File: config.mk
export PLATFORM = sky130hd
export DESIGN_NAME = flappy_physics
export DESIGN_NICKNAME = d
export VERILOG_FILES = /design/src/rtl/flappy_physics.sv
export SDC_FILE = /design/constraint.sdc
export NUM_CORES = 1
export LEC_CHECK = 0
export BUFFER_PORTS_ARGS = -buffer_cell sky130_fd_sc_hd__buf_2
export CORE_UTILIZATION = 40
export DETAILED_ROUTE_END_ITERATION = 16
export GPL_ROUTABILITY_DRIVEN = 1
export MAX_ROUTING_LAYER = met4
export SLEW_MARGIN = 20
export SYNTH_ARGS = -nofsm -noshare
export SYNTH_HDL_FRONTEND = slang
export SYNTH_SLANG_ARGS = --single-unit
File: constraint.sdc
create_clock -name clk -period 3.7 [get_ports clk]
set_input_delay 0.37 -clock clk [delete_from_list [all_inputs] [get_ports clk]]
set_output_delay 0.37 -clock clk [all_outputs]
set_load 0.01 [all_outputs]
File: src/rtl/flappy_physics.sv
// Bird physics: signed velocity, gravity, flap impulse, terminal fall,
// ceiling clamp, floor death and a self-generated physics tick.
module flappy_physics #(
  parameter int SCREEN_H  = 480,
  parameter int BIRD_SIZE = 15,
  parameter int START_X   = 160,
  parameter int START_Y   = 240,
  parameter int TICK_DIV  = 4166666,
  parameter int GRAVITY   = 2,
  parameter int FLAP_VEL  = 12,
  parameter int MAX_FALL  = 16,
  parameter int VW        = 8
) (
  input  logic                 clk,
  input  logic                 reset_n,
  input  logic                 start,
  input  logic                 flap,
  output logic [9:0]           x0,
  output logic [8:0]           y0,
  output logic signed [VW-1:0] vel,
  output logic                 dead,
  output logic                 hit_floor
);

  localparam int Y_MAX = SCREEN_H - BIRD_SIZE;
  localparam int CW    = (TICK_DIV > 1) ? $clog2(TICK_DIV) : 1;

  localparam logic [8:0]           SPAWN_Y   = 9'(START_Y);
  localparam logic [8:0]           FLOOR_Y   = 9'(Y_MAX);
  localparam logic signed [10:0]   FLOOR_N   = 11'(Y_MAX);
  localparam logic [CW-1:0]        TICK_LAST = CW'(TICK_DIV - 1);
  localparam logic signed [VW-1:0] FLAP_V    = VW'(-FLAP_VEL);
  localparam logic signed [VW:0]   GRAV_V    = (VW+1)'(GRAVITY);
  localparam logic signed [VW:0]   FALL_V    = (VW+1)'(MAX_FALL);

  typedef enum logic [1:0] {
    S_IDLE,
    S_RUN,
    S_DEAD
  } state_t;

  state_t                 r_state;
  state_t                 w_nstate;
  logic [CW-1:0]          r_cnt;
  logic [CW-1:0]          w_ncnt;
  logic                   r_flap_q;
  logic [8:0]             r_y0;
  logic [8:0]             w_ny0;
  logic signed [VW-1:0]   r_vel;
  logic signed [VW-1:0]   w_nvel;
  logic                   r_dead;
  logic                   r_hit;
  logic                   w_nhit;
  logic                   w_fe;
  logic                   w_tick;
  logic signed [10:0]     w_ny;
  logic signed [VW:0]     w_vsum;
  logic signed [VW-1:0]   w_vgrav;

  assign w_fe   = flap & ~r_flap_q;
  assign w_tick = (r_state == S_RUN) && (r_cnt == TICK_LAST);
  assign w_ny   = $signed({2'b00, r_y0})
                + $signed({{(11-VW){r_vel[VW-1]}}, r_vel});
  assign w_vsum = $signed({r_vel[VW-1], r_vel}) + GRAV_V;
  assign w_vgrav = (w_vsum > FALL_V) ? FALL_V[VW-1:0]
                                     : w_vsum[VW-1:0];

  assign x0        = 10'(START_X);
  assign y0        = r_y0;
  assign vel       = r_vel;
  assign dead      = r_dead;
  assign hit_floor = r_hit;

  // Next-state and next-value decode for the IDLE/RUN/DEAD machine
  always_comb begin
    w_nstate = r_state;
    w_ncnt   = '0;
    w_ny0    = r_y0;
    w_nvel   = r_vel;
    w_nhit   = 1'b0;
    unique case (r_state)
      S_IDLE: begin
        w_ny0  = SPAWN_Y;
        w_nvel = '0;
        if (start) w_nstate = S_RUN;
      end
      S_RUN: begin
        if (!start) begin
          w_nstate = S_IDLE;
          w_ny0    = SPAWN_Y;
          w_nvel   = '0;
        end else if (w_tick) begin
          if (w_ny >= FLOOR_N) begin
            w_nstate = S_DEAD;
            w_ny0    = FLOOR_Y;
            w_nvel   = '0;
            w_nhit   = 1'b1;
          end else if (w_ny[10]) begin
            w_ny0  = '0;
            w_nvel = w_fe ? FLAP_V : '0;
          end else begin
            w_ny0  = w_ny[8:0];
            w_nvel = w_fe ? FLAP_V : w_vgrav;
          end
        end else begin
          w_ncnt = r_cnt + CW'(1);
          if (w_fe) w_nvel = FLAP_V;
        end
      end
      S_DEAD: begin
        w_ny0  = FLOOR_Y;
        w_nvel = '0;
        if (!start) begin
          w_nstate = S_IDLE;
          w_ny0    = SPAWN_Y;
        end
      end
      default: begin
        w_nstate = S_IDLE;
        w_ny0    = SPAWN_Y;
        w_nvel   = '0;
      end
    endcase
  end

  // State, tick counter, flap delay and bird registers
  always_ff @(posedge clk) begin
    if (!reset_n) begin
      r_state  <= S_IDLE;
      r_cnt    <= '0;
      r_flap_q <= 1'b0;
      r_y0     <= SPAWN_Y;
      r_vel    <= '0;
      r_dead   <= 1'b0;
      r_hit    <= 1'b0;
    end else begin
      r_state  <= w_nstate;
      r_cnt    <= w_ncnt;
      r_flap_q <= flap;
      r_y0     <= w_ny0;
      r_vel    <= w_nvel;
      r_dead   <= (w_nstate == S_DEAD);
      r_hit    <= w_nhit;
    end
  end

endmodule

=== Word level (Yosys, flattened, before mapping) ===
Index checks and enable logic that the tools add are counted.

* Add/subtract/negate cells: 3
* Multiply operators: 0
* Div/mod/pow operators: 0
* Magnitude comparators: 2
* Eq/ne operators: 5
* Shift operators: 0
* Muxes and demuxes: 20
* Bitwise gates (word level): 5
* Reductions and logical operators: 6

{| class="wikitable"
|+ Operators with widths
! cell !! count
|-
| 8-bit 2-to-1 mux || 7
|-
| 9-bit 2-to-1 mux || 5
|-
| 22-bit by 1-bit adder with 22-bit output, second input constant || 1
|-
| 22-bit equality test, second input constant || 1
|-
| 9-bit one-hot mux with 2 select lines || 1
|-
| 10-bit by 8-bit adder with 11-bit output || 1
|-
| 11-bit by 10-bit >= comparator with 1-bit output, second input constant || 1
|-
| 2-bit 2-to-1 mux || 5
|-
| 8-bit by 3-bit adder with 9-bit output, second input constant || 1
|-
| 9-bit by 6-bit > comparator with 1-bit output, second input constant || 1
|-
| 2-bit one-hot mux with 3 select lines || 1
|-
| 2-bit equality test, second input constant || 2
|-
| 1-bit inverter || 4
|-
| 4-bit AND reduction || 1
|-
| 4-bit OR reduction || 1
|-
| 3-bit inequality test, second input constant || 1
|-
| 3-bit AND reduction || 1
|-
| 2-bit by 1-bit equality test with 1-bit output, second input constant || 1
|-
| 2-bit zero test || 1
|-
| 2-bit nonzero test || 1
|-
| 1-bit AND || 1
|-
| 1-bit logical AND || 1
|-
| 1-bit 2-to-1 mux || 1
|}

* Register bits after elaboration: 44
* Bits in latches: 0
* Memory bits (writable): 0
* Bits in read-only memories: 0
* Input port bits: 4
* Output and inout bits: 29
* Word-level logic and storage cells: 48
* Memories kept: 0

=== Longest topological paths before layout ===
* Depth after elaboration: 7
* Gate-level depth with buffers: 10
* Depth with buffers taken out: 9

=== Worst setup path before layout ===
Ideal clock, no wire load.

* Kind: reg2reg
* From: register r_vel[2] (netlist: vel[2])
* To: register r_vel[6] (netlist: vel[6])
* Library setup time: 0.142 ns
* Data arrival time: 2.531 ns
* Data required time: 3.558 ns
* Slack: 1.027 ns
* Stages on the path, launching flop included: 9
* Path buffers: 0
* Clock period less this slack: 2.673 ns
* Path through: dfxtp_1 -> ha_1 -> a211o_1 -> a21oi_1 -> a311oi_1 -> nor4_4 -> a21boi_0 -> o21ai_0 -> o22ai_1

* Cells in the longest elaborated chain, start to end: 7
* Elaborated cells on any way between the ends: 9
* Those cells by class: 2 x add/sub; 2 x order compare; 5 x mux

{| class="wikitable"
|+ RTL lines
! what !! line !! source
|-
| start, declared || 49 || <nowiki>logic signed [VW-1:0] r_vel;</nowiki>
|-
| start signal, assigned || 141 || <nowiki>r_vel <= w_nvel;</nowiki>
|-
| 8-bit by 3-bit adder with 9-bit output || 64 || <nowiki>assign w_vsum = $signed({r_vel[VW-1], r_vel}) + GRAV_V;</nowiki>
|-
| 9-bit by 6-bit > comparator with 1-bit output || 65 || <nowiki>assign w_vgrav = (w_vsum > FALL_V) ? FALL_V[VW-1:0]</nowiki>
|-
| 8-bit 2-to-1 mux || 65 ||
|-
| 8-bit 2-to-1 mux || 103 || <nowiki>w_nvel = w_fe ? FLAP_V : w_vgrav;</nowiki>
|-
| 8-bit 2-to-1 mux || 98 || <nowiki>end else if (w_ny[10]) begin</nowiki>
|-
| 8-bit 2-to-1 mux * || 93 || <nowiki>if (w_ny >= FLOOR_N) begin</nowiki>
|-
| 8-bit 2-to-1 mux * || 92 || <nowiki>end else if (w_tick) begin</nowiki>
|}

Mark *: on every way between the ends. The rest lies on a longest branch, timed or not.
A chain may end at the register's enable or synchronous reset.

=== Final worst setup path ===
Same ends and word-level chain as after synthesis.

==> flow_summary.json <==
{
  "outcome": "finished, final reports clean",
  "power.leakage_nw": 1.13,
  "fillers": 680,
  "place_congestion": 0.967,
  "synth_cells": 344,
  "clk_pin_slew_ns": 0.09,
  "wire_per_inst_um": 14.8,
  "syn_area_per_cell_um2": 8.13,
  "finClkSkew_ns": 0.00903,
  "internal_power_w": 0.000708,
  "start_util_pct": 41.4,
  "p_seq_share_pct": 49.7,
  "wl_um": 6580,
  "cp.arrival_ns": 3.32,
  "final-hold-violation-count": 0,
  "worstPathMaxFanout": 8,
  "ys_seq_area_share_pct": 30.8,
  "diodes": 0,
  "multiInputGateArea_um2": 1780,
  "synth_edf_count": 0,
  "grt_pass1_wl_um": 11100,
  "ys_dominant_reg_cell": "dfxtp_1",
  "power_switching_share_pct": 26.1,
  "cts_buffers": 5,
  "drive_above_1_share_pct": 11.3,
  "rsz0062_at_grt": "no",
  "synth.most_common_cell": "dfxtp_1",
  "critPathRequiredTime_ns": 3.87,
  "numClockSinks": 43,
  "pwr-share-clk_pct": 40.0,
  "synthDistinctLibCells": 58,
  "port_buffers": 21,
  "grt-ovfl-total": 0,
  "synth_seq_cells": 43,
  "min_to": "r_flap_q$_SDFF_PN0_",
  "vias_per_cell": 5.59,
  "antenna_found_initial": 0,
  "dpl_worst_slack_ns": 0.541,
  "p_sw_w": 0.000250,
  "tns_ns": 0,
  "layout_setup_ws_ns": 0.553,
  "rr_startpoint": "vel[2]$_SDFFE_PN0P_",
  "rows": 30,
  "slew_violations": 0,
  "grt_max_degree": 23,
  "cts_hold_buf": 0,
  "min_period_ns": 3.15,
  "ctsResizeCount": 0,
  "synthTopCellsByCount": "dfxtp_1 (43), nor2_1 (37), nand2_1 (22)",
  "h-tree-depth": 2,
  "reg2reg_depth": 8,
  "seq_area_um2": 861,
  "insertion_delay_ns": 0.31,
  "synth.cell_area_um2": 2800,
  "timing.final.crit_share_pct": 85.0,
  "hold_depth": 2,
  "p_per_area_nw_per_um2": 315,
  "remaining_drc_errors": 0,
  "peakVddDrop_mv": 0.217,
  "crit_type": "reg -> reg",
  "die_x_um": 85.6,
  "ys_warn_count": 0,
  "num_vias": 2477,
  "end_kind": "flop",
  "comb_power_share_pct": 10.3,
  "grt_pass1_vias": 2324,
  "postCtsSetupBuffers": 0,
  "core_area_um2": 6760,
  "nNetsFinal": 382,
  "synth.top_cell.area_share_pct": 30.8,
  "hpwl_um": 4920,
  "ff2ff_setup_slack_ns": 0.55,
  "die_area_um2": 7330,
  "io_pins": 33,
  "p_total_w": 0.000958,
  "cts_max_path_buffers": 2,
  "worstHoldStart": "flap",
  "finalSetupViolCount": 0,
  "drt_iter0_markers": 131,
  "area_growth_pct": 8.82,
  "fp.dieH_um": 85.6,
  "min_path_type": "in -> reg",
  "tightest_slew_ns": 0.756,
  "cts_tree": "done",
  "max_freq_mhz": 318,
  "async_flop_share_pct": 0,
  "first_pass_iters": 5,
  "grt.total_usage_pct": 19.6,
  "cts_root_buffer": "clkbuf_8",
  "rr_endpoint": "vel[6]$_SDFFE_PN0P_",
  "synth_area_leaders": "dfxtp_1 (31%), ha_1 (7.2%), xor2_1 (5.3%), nor2_1 (5.0%), a21oi_1 (3.2%)",
  "ant_nets": 0,
  "yosys.area.top_type": "dfxtp_1",
  "cp-start-kind": "flop",
  "maxSlewHeadroom_pct": 49.2,
  "drv_cap": 0
}
cell usage in the layout (no fill, tap or decap), types with 3 or more instances in the layout:
cell type	instances
nor2_1	37
ha_1	16
a31oi_1	8
nor2b_1	6
a2111oi_0	3
or3_1	6
buf_2	21
nand3_1	9
and3_1	6
nor3_1	5
clkbuf_8	5
and2_1	5
inv_1	18
nor4_1	6
a211oi_1	3
o21a_1	3
o21ai_0	13
xnor2_1	10
conb_1	11
a211o_1	4
a21oi_1	18
dfxtp_1	43
and4_1	3
nor3b_1	3
o22ai_1	8
a311oi_1	3
xor2_1	17
nand2_1	22
nand4_1	9
worst max-delay path, stage by stage (launching register included):
cell,delay [ns]
dfxtp_1,0.49
ha_1,0.35
a211o_1,0.37
a211oi_2,0.32
a2111oi_1,0.15
nor3_1,0.41
a21boi_0,0.20
o21ai_0,0.55
o22ai_1,0.16
registers in the layout, summed over array words and instances (netlist names):
| register | cells |
|---|---|
| y0 | 9 |
| r_flap_q | 1 |
| dead | 1 |
| hit_floor | 1 |
| vel | 7 |
| r_cnt | 22 |
| r_state | 2 |
logic make-up (layout without fill, tap and decap cells):
kind of cell	after synthesis	after routing	synth area share [%]
other	2	11	0.269
AND/OR/NAND/NOR	133	133	26.0
buffers and inverters	39	49	6.80
multiplexers	1	1	0.358
flip-flops	43	43	30.8
AO/OA/AOI/OAI	83	83	20.2
adder cells (fa/ha/maj)	16	16	7.16
XOR/XNOR	27	27	8.46
routing by layer:
layer  track usage (%)  vias to the layer above  share of wire (%)
met5                 -                        -                  0
met4              7.88                        0                2.1
met3              2.98                       12                3.2
met2              32.1                       45                 48
met1              24.4                     1155                 47
li1                  -                     1265                  -
area by class of cell:
cell class,count,share of cell area (%)
multi-input combinational,271,58.5
sequential,43,28.3
timing repair buffer,23,3.95
tap,80,3.29
clock buffer,5,2.26
inverter,18,2.22
clock inverter,3,1.52
stage by stage:
step                instance area, µm²  utilization, %  std cells  hold slack, ns
detailed placement                2930            43.3        435           0.485
floorplan                         2830               -        353           0.453
global route                      3040            45.0        443           0.294
finish                            3040            45.0        443           0.289
CTS                               3040            45.0        443           0.287
global placement                  2930            43.3        435           0.475
power by group through the flow:
stage	sequential, W	clock, W	combinational [W]
after floorplan	0.000487	0	0.0000821
after global placement	0.000486	0	0.0000973
after detailed placement	0.000487	0	0.0000976
after CTS	0.000476	0.000392	0.0000984
after global routing	0.000477	0.000411	0.000111
final	0.000476	0.000383	0.0000991
how the worst max path moves through the flow:
stage / start / endpoint / slack [ns]
2_1_floorplan: vel[2]$_SDFFE_PN0P_ / vel[6]$_SDFFE_PN0P_ / 1.03
6_report: vel[2]$_SDFFE_PN0P_ / vel[6]$_SDFFE_PN0P_ / 0.55
4_1_cts: vel[3]$_SDFFE_PN0P_ / vel[6]$_SDFFE_PN0P_ / 0.54
3_5_place_dp: vel[3]$_SDFFE_PN0P_ / vel[6]$_SDFFE_PN0P_ / 0.54
5_1_grt: vel[2]$_SDFFE_PN0P_ / vel[6]$_SDFFE_PN0P_ / 0.23
3_3_place_gp: vel[3]$_SDFFE_PN0P_ / vel[6]$_SDFFE_PN0P_ / 0.72
Power figures use the tool's default switching activity.
